<file path="config.mk">
export PLATFORM = sky130hd
export DESIGN_NAME = arith_unit_mc
export DESIGN_NICKNAME = d
export VERILOG_FILES = /design/src/rtl/alu_pkg.sv /design/src/rtl/arith_seq_div.sv /design/src/rtl/arith_unit_mc.sv
export SDC_FILE = /design/constraint.sdc
export NUM_CORES = 1
export LEC_CHECK = 0
export CAP_MARGIN = 0
export CORE_ASPECT_RATIO = 1.5
export CORE_MARGIN = 10
export CORE_UTILIZATION = 35
export CTS_CLUSTER_DIAMETER = 60
export DETAILED_ROUTE_END_ITERATION = 16
export PLACE_DENSITY = 0.62
export SLEW_MARGIN = 5
export SYNTH_ARGS = -nofsm -noshare
export SYNTH_HDL_FRONTEND = slang
export SYNTH_HIERARCHICAL = 1
export SYNTH_SLANG_ARGS = --single-unit
</file>
<file path="constraint.sdc">
create_clock -name clk -period 7.85 [get_ports clk]
set_input_delay 1.1775 -clock clk [delete_from_list [all_inputs] [get_ports clk]]
set_output_delay 1.1775 -clock clk [all_outputs]
set_load 0.02 [all_outputs]
</file>
<file path="src/rtl/alu_pkg.sv">
// Shared encodings for the arithmetic unit: operation codes, FSM states
// and the packed status-flag payload that travels with each result.
package alu_pkg;

  localparam logic [1:0] OP_ADD = 2'b00;
  localparam logic [1:0] OP_SUB = 2'b01;
  localparam logic [1:0] OP_MUL = 2'b10;
  localparam logic [1:0] OP_DIV = 2'b11;

  localparam logic [1:0] ST_IDLE = 2'd0;
  localparam logic [1:0] ST_DIV  = 2'd1;
  localparam logic [1:0] ST_RESP = 2'd2;

  typedef struct packed {
    logic carry;
    logic zero;
    logic div_zero;
  } flags_t;

endpackage

</file>
<file path="src/rtl/arith_seq_div.sv">
// Restoring unsigned divider, one quotient bit per cycle, MSB first.
// The first iteration is taken on the start edge itself, so done rises
// WIDTH-1 cycles after start and the quotient/remainder are then final.
// Only instantiated when ARITH_UNIT_DIV_EN is defined.
// Ports:
//   clk, rst            clock, async active-low reset
//   start               load operands and perform the first iteration
//   dividend, divisor   operands, sampled on start
//   done                all WIDTH iterations complete
//   quotient, remainder results, valid while done
module arith_seq_div #(
  parameter int unsigned WIDTH = 16
) (
  input  logic             clk,
  input  logic             rst,
  input  logic             start,
  input  logic [WIDTH-1:0] dividend,
  input  logic [WIDTH-1:0] divisor,
  output logic             done,
  output logic [WIDTH-1:0] quotient,
  output logic [WIDTH-1:0] remainder
);

  localparam int unsigned CW = $clog2(WIDTH + 1);
  localparam logic [CW-1:0] LAST = CW'(WIDTH);

  logic [CW-1:0]    cnt;
  logic             running;
  logic [WIDTH-1:0] rem, quo, dvs;
  logic [WIDTH-1:0] src_rem, src_quo, src_dvs;
  logic [WIDTH:0]   trial;
  logic             step;

  // On start the iteration operates on the fresh operands instead of the registers.
  assign src_rem = start ? '0       : rem;
  assign src_quo = start ? dividend : quo;
  assign src_dvs = start ? divisor  : dvs;
  assign trial   = {src_rem, src_quo[WIDTH-1]} - {1'b0, src_dvs};
  assign step    = start | (running & (cnt != LAST));

  // Partial remainder / shifting quotient register and iteration counter.
  always_ff @(posedge clk or negedge rst) begin
    if (!rst) begin
      cnt     <= '0;
      running <= 1'b0;
      rem     <= '0;
      quo     <= '0;
      dvs     <= '0;
    end else if (step) begin
      cnt     <= start ? CW'(1) : cnt + CW'(1);
      running <= 1'b1;
      dvs     <= src_dvs;
      // trial MSB set means the subtraction went negative: restore.
      if (!trial[WIDTH]) rem <= trial[WIDTH-1:0];
      else               rem <= {src_rem[WIDTH-2:0], src_quo[WIDTH-1]};
      quo <= {src_quo[WIDTH-2:0], ~trial[WIDTH]};
    end
  end

  assign done      = running & (cnt == LAST);
  assign quotient  = quo;
  assign remainder = rem;

endmodule

</file>
<file path="src/rtl/arith_unit_mc.sv">
// Arithmetic unit with valid/ready handshake: single-cycle ADD/SUB/MUL and
// an iterative unsigned DIV that back-pressures upstream while it runs.
// Build option: define ARITH_UNIT_DIV_EN to include the divider; without it
// op=DIV completes in one cycle with result 0 and div_zero flagging an
// unsupported operation, and busy is tied low.
// Ports:
//   clk, rst           clock, async active-low reset
//   in_valid/in_ready  upstream handshake (in_ready combinational)
//   op, a, b           operation and operands, captured at accept
//   out_valid/out_ready downstream handshake
//   result             2*WIDTH result ({remainder, quotient} for DIV)
//   carry, zero, div_zero  status flags held with result
//   busy               divider iterating
module arith_unit_mc
  import alu_pkg::*;
#(
  parameter int unsigned WIDTH = 16
) (
  input  logic               clk,
  input  logic               rst,
  input  logic               in_valid,
  output logic               in_ready,
  input  logic [1:0]         op,
  input  logic [WIDTH-1:0]   a,
  input  logic [WIDTH-1:0]   b,
  output logic               out_valid,
  input  logic               out_ready,
  output logic [2*WIDTH-1:0] result,
  output logic               carry,
  output logic               zero,
  output logic               div_zero,
  output logic               busy
);

  localparam int unsigned RW = 2 * WIDTH;

  logic [1:0]    state, state_next;
  logic          rst_done;
  logic          accept;
  logic          out_valid_next;
  logic [RW-1:0] res_calc, res_next;
  flags_t        flags_calc, flags_q, flags_next;
  logic          go_div;
  logic [WIDTH:0] sum, diff;
  logic [RW-1:0] prod;

`ifdef ARITH_UNIT_DIV_EN
  logic             div_start;
  logic             div_done;
  logic [WIDTH-1:0] div_q, div_r;

  arith_seq_div #(.WIDTH(WIDTH)) u_div (
    .clk       (clk),
    .rst       (rst),
    .start     (div_start),
    .dividend  (a),
    .divisor   (b),
    .done      (div_done),
    .quotient  (div_q),
    .remainder (div_r)
  );

  assign busy = (state == ST_DIV);
`else
  assign busy = 1'b0;
`endif

  // rst_done keeps in_ready low until the first edge after reset release.
  assign in_ready = rst_done & (state != ST_DIV) & (~out_valid | out_ready);
  assign accept   = in_valid & in_ready;

  assign sum  = {1'b0, a} + {1'b0, b};
  assign diff = {1'b0, a} - {1'b0, b};
  assign prod = RW'(a) * RW'(b);

  // Single-cycle result and flags for the operation being offered.
  always_comb begin
    res_calc   = '0;
    flags_calc = '0;
    go_div     = 1'b0;
    case (op)
      OP_ADD: begin
        res_calc         = RW'(sum[WIDTH-1:0]);
        flags_calc.carry = sum[WIDTH];
      end
      OP_SUB: begin
        res_calc         = RW'(diff[WIDTH-1:0]);
        flags_calc.carry = diff[WIDTH];
      end
      OP_MUL: res_calc = prod;
      default: begin
`ifdef ARITH_UNIT_DIV_EN
        if (b == '0) begin
          res_calc            = {a, {WIDTH{1'b1}}};
          flags_calc.div_zero = 1'b1;
        end else begin
          go_div = 1'b1;
        end
`else
        flags_calc.div_zero = 1'b1;
`endif
      end
    endcase
    flags_calc.zero = (res_calc == '0);
  end

  // Next-state and registered-output logic.
  always_comb begin
    state_next     = state;
    out_valid_next = out_valid;
    res_next       = result;
    flags_next     = flags_q;
`ifdef ARITH_UNIT_DIV_EN
    div_start      = 1'b0;
`endif
    if (out_valid && out_ready) begin
      out_valid_next = 1'b0;
      state_next     = ST_IDLE;
    end
    case (state)
      ST_DIV: begin
`ifdef ARITH_UNIT_DIV_EN
        if (div_done) begin
          state_next      = ST_RESP;
          out_valid_next  = 1'b1;
          res_next        = {div_r, div_q};
          flags_next      = '0;
          flags_next.zero = ({div_r, div_q} == '0);
        end
`endif
      end
      default: begin
        // RESP accepts too when the held result drains this cycle.
        if (accept) begin
          if (go_div) begin
            state_next = ST_DIV;
`ifdef ARITH_UNIT_DIV_EN
            div_start  = 1'b1;
`endif
          end else begin
            state_next     = ST_RESP;
            out_valid_next = 1'b1;
            res_next       = res_calc;
            flags_next     = flags_calc;
          end
        end
      end
    endcase
  end

  // State and output registers.
  always_ff @(posedge clk or negedge rst) begin
    if (!rst) begin
      state     <= ST_IDLE;
      rst_done  <= 1'b0;
      out_valid <= 1'b0;
      result    <= '0;
      flags_q   <= '0;
    end else begin
      state     <= state_next;
      rst_done  <= 1'b1;
      out_valid <= out_valid_next;
      result    <= res_next;
      flags_q   <= flags_next;
    end
  end

  assign carry    = flags_q.carry;
  assign zero     = flags_q.zero;
  assign div_zero = flags_q.div_zero;

endmodule
</file>
==> key figures <==
Place
  • Post-DP HPWL: 30.38 mm
  • Port Buffers: 74
  • Setup WS pre-CTS: -0.3605 ns
  • Routability cong.: 0.9451
  • Post-placement cell count: 1,934

Clocking
  • CTS tree: done
  • CTS buffer count: 5
  • Worst-skew pair later-pin latency: 0.28 ns
  • Clk root buf: clkbuf_16
  • H-tree levels: 2
  • Clock buffer depth: 2
  • Clk slew on worst S/H paths: 0.05 ns
  • Clock Sinks: 39
  • Post-CTS Hold Buffers: 0

Detailed routing
  • Drt drc: 0
  • Via Count: 10,010
  • Antenna violation net count after detailed routing: 0
  • Detailed Route Iter0 Violations: 507
  • Total wire length: 35.23 mm
  • Via-to-Cell Ratio: 5.151
  • DRT Pass-1 Iters: 5
  • Wire per inst: 18.12 um

STA
  • Skew final: 0.003989 ns
  • Fin crit share: 97.08%
  • Highest Clock Rate: 0.1312 GHz
  • Final TNS setup: 0 ns
  • Setup ws final: 0.2296 ns
  • Post-layout min period: 7.620 ns
  • RSZ-0062 raised after global routing: true
  • Hold Vio Cnt, Final: 0
  • Measured slew at the worst slew-check pin: 0.8704 ns
  • Max transition margin: 41.24%
  • Final setup violating endpoints: 0
  • Final slew viol count: 0

Layout
  • Diode count: 0
  • Nets: 1,893
  • Area growth, synth to finish: 20.70%
  • Share of layout cells above drive strength 1: 11.02%
  • Final std cells w/o fill: 1,944
  • Final core occ: 42.72%

Floorplan
  • Initial Util: 35.39%
  • Die height: 244.9 um
  • Row count: 82
  • Die width: 169.9 um
  • Die area: 41,610 sq um
  • IO Count: 76
  • Core area: 33,340 sq um

Yosys
  • Post-synth EDFFs: 0
  • Primary FF master, synth: dfrtp_1
  • Synth Area in Compound Gates: 11.60%
  • Post-Synth XOR/XNOR Area: 2.598%
  • Synth cell types: 66
  • Adder-Cell Fraction of Synth Area: 47.67%
  • Synth Cell Area: 11,800 sq um
  • Mapped Nets: 1,755
  • Asr flop ratio synth: 100.0%
  • Post-Synth Simple-Gate Area: 17.04%
  • Cells after synthesis: 1,385
  • Syn_area_per_cell: 8.521 sq um
  • Ys Warns: 6
  • #FFs+latches synth: 39
  • Main combinational cell family by area after synthesis: adder cells
  • Post-synthesis mux area share: 2.046%
  • Seq/Total Area, Yosys: 8.270%

Critical path
  • Worst EP arrival: 7.80 ns
  • Worst Path Required: 8.03 ns
  • Crit start category: input port
  • Worst Setup End Kind: register
  • WS Path Type: input port to register
  • CP max FO: 10

GRT
  • Total gr overflow: 0
  • Number of global-route vias before repair: 10,620
  • Largest net degree at the start of global routing: 56
  • Total track usage: 16.87%
  • First-pass GRT wire length: 56.42 mm
  • Antenna violations before repair: 0

Run
  • Maxcap violations: 0

Hold path
  • Class of the worst hold path: register to register

Outcome
  • Status: finished, final reports clean
-- cells in the final DEF (no fill, tap or decap), types with 5 or more instances in the layout --
master	n
a211oi_1	6
a21o_1	24
a21oi_1	47
a22o_1	6
a31oi_1	9
and2_1	101
and3_1	9
buf_12	20
buf_4	96
clkbuf_16	5
clkdlybuf4s50_1	66
dfrtp_1	39
dlymetal6s2s_1	7
fa_1	195
ha_1	131
ha_4	5
inv_1	264
mux2_2	9
mux2i_1	13
nand2_1	189
nand2b_1	9
nand3_1	14
nand4_1	9
nor2_1	53
nor2b_1	8
nor3_1	16
o211ai_1	6
o21ai_0	40
o21bai_1	7
o22ai_1	5
o31ai_1	5
xnor2_1	24
xor2_1	10
-- critical path, cell delays in order --
cell             delay, ns
clkdlybuf4s50_1       0.77
buf_4                 0.28
and2_1                0.17
fa_1                  0.16
inv_1                 0.05
fa_1                  0.45
fa_1                  0.46
fa_1                  0.49
inv_1                 0.05
fa_1                  0.53
inv_1                 0.05
fa_1                  0.47
inv_1                 0.04
ha_1                  0.33
buf_4                 0.15
nand4_1               0.13
o22ai_1               0.34
nor3_1                0.09
a21o_1                0.23
o21bai_1              0.16
xor2_1                0.12
o21ai_0               0.23
nand4b_1              0.13
or4b_4                0.51
o41ai_2               0.20
-- stage by stage --
stage / area, sq um / hold slack (ns)
2_1_floorplan: 11800 / 0.4373
3_3_place_gp: 13940 / 0.4515
3_5_place_dp: 13940 / 0.4646
4_1_cts: 14090 / 0.4784
5_1_grt: 14240 / 0.5014
6_report: 14240 / 0.4715
-- synthesized netlist by cell type, drive strengths merged, types with 3 or more instances --
| cell type | instances | area, sq um |
|---|---|---|
| o21a | 3 | 22.52 |
| o211ai | 6 | 45.04 |
| buf | 15 | 80.08 |
| xnor2 | 25 | 219.0 |
| nand2b | 9 | 56.30 |
| mux2 | 9 | 101.4 |
| o41ai | 3 | 41.29 |
| o2111ai | 4 | 35.03 |
| a211oi | 7 | 57.55 |
| a22o | 6 | 52.55 |
| xor2 | 10 | 87.58 |
| a31o | 4 | 35.03 |
| nor3 | 16 | 80.08 |
| o21bai | 7 | 52.55 |
| nor4 | 3 | 18.77 |
| fa | 196 | 3924 |
| nand4 | 9 | 56.30 |
| a31oi | 10 | 62.56 |
| a2111oi | 4 | 42.54 |
| and3 | 9 | 56.30 |
| inv | 267 | 1002 |
| nand2 | 189 | 709.4 |
| nand3 | 14 | 70.07 |
| and2 | 101 | 631.9 |
| clkbuf | 48 | 182.7 |
| o32ai | 3 | 26.28 |
| o311ai | 4 | 42.55 |
| a221o | 3 | 30.03 |
| dfrtp | 39 | 975.9 |
| ha | 136 | 1702 |
| mux2i | 14 | 140.1 |
| o31ai | 8 | 70.06 |
| nor2b | 8 | 50.05 |
| a21o | 24 | 180.2 |
| a21oi | 49 | 249.0 |
| or3 | 4 | 25.02 |
| nor2 | 53 | 198.9 |
| o21ai | 43 | 215.2 |
| o22ai | 5 | 31.28 |
-- cell type report --
cell class,instances,area [sq um]
clock buffer,8,156.4
fill,3276,19100
inverter,267,1002
multi-input combinational,1016,9664
sequential,39,975.9
tap,420,525.5
timing repair buffer,194,1919
-- kinds of logic (layout without fill, tap and decap cells) --
logic type | count (synthesis) | count (layout)
compound gates | 202 | 202
xor+xnor | 35 | 35
fa+ha+maj | 332 | 332
buf+inv | 330 | 469
flops | 39 | 39
mux | 23 | 23
other cells | 2 | 2
simple gates | 422 | 422
-- final timing paths --
path | start | endpoint | slack (ns) | depth (start not counted)
hold reg to reg | state[1] | state[1] | 0.47 | 2
min in group asynchronous | rst | state[1] | 1.00 | 1
setup / recovery | a[2] | zero | 0.23 | 25
hold / removal | state[1] | state[1] | 0.47 | 2
max in group asynchronous | rst | result[13] | 6.33 | 1
setup reg to reg | out_valid | zero | 4.92 | 11
-- what timing repair did --
action,in CTS,in global routing
resized for setup,1,28
setup buffers,0,2
pin swaps,0,4
endpoints found under the setup margin,1,1
-- metal layers --
layer / up-vias / track usage, % / wire length (um)
li1: 4659 / - / -
met1: 4993 / 18.50 / 13390
met2: 298 / 32.28 / 19130
met3: 63 / 1.334 / 1375
met4: 0 / 7.063 / 1338
met5: - / 0 / 0
-- sequential cells by signal, summed over array words and instances (netlist names) --
register   flops
carry          1
div_zero       1
result        32
out_valid      1
state          2
rst_done       1
zero           1
Power is left out: the tool's default activity adds up to more than one toggle a clock period on the data nets, which glitch-free logic cannot reach.
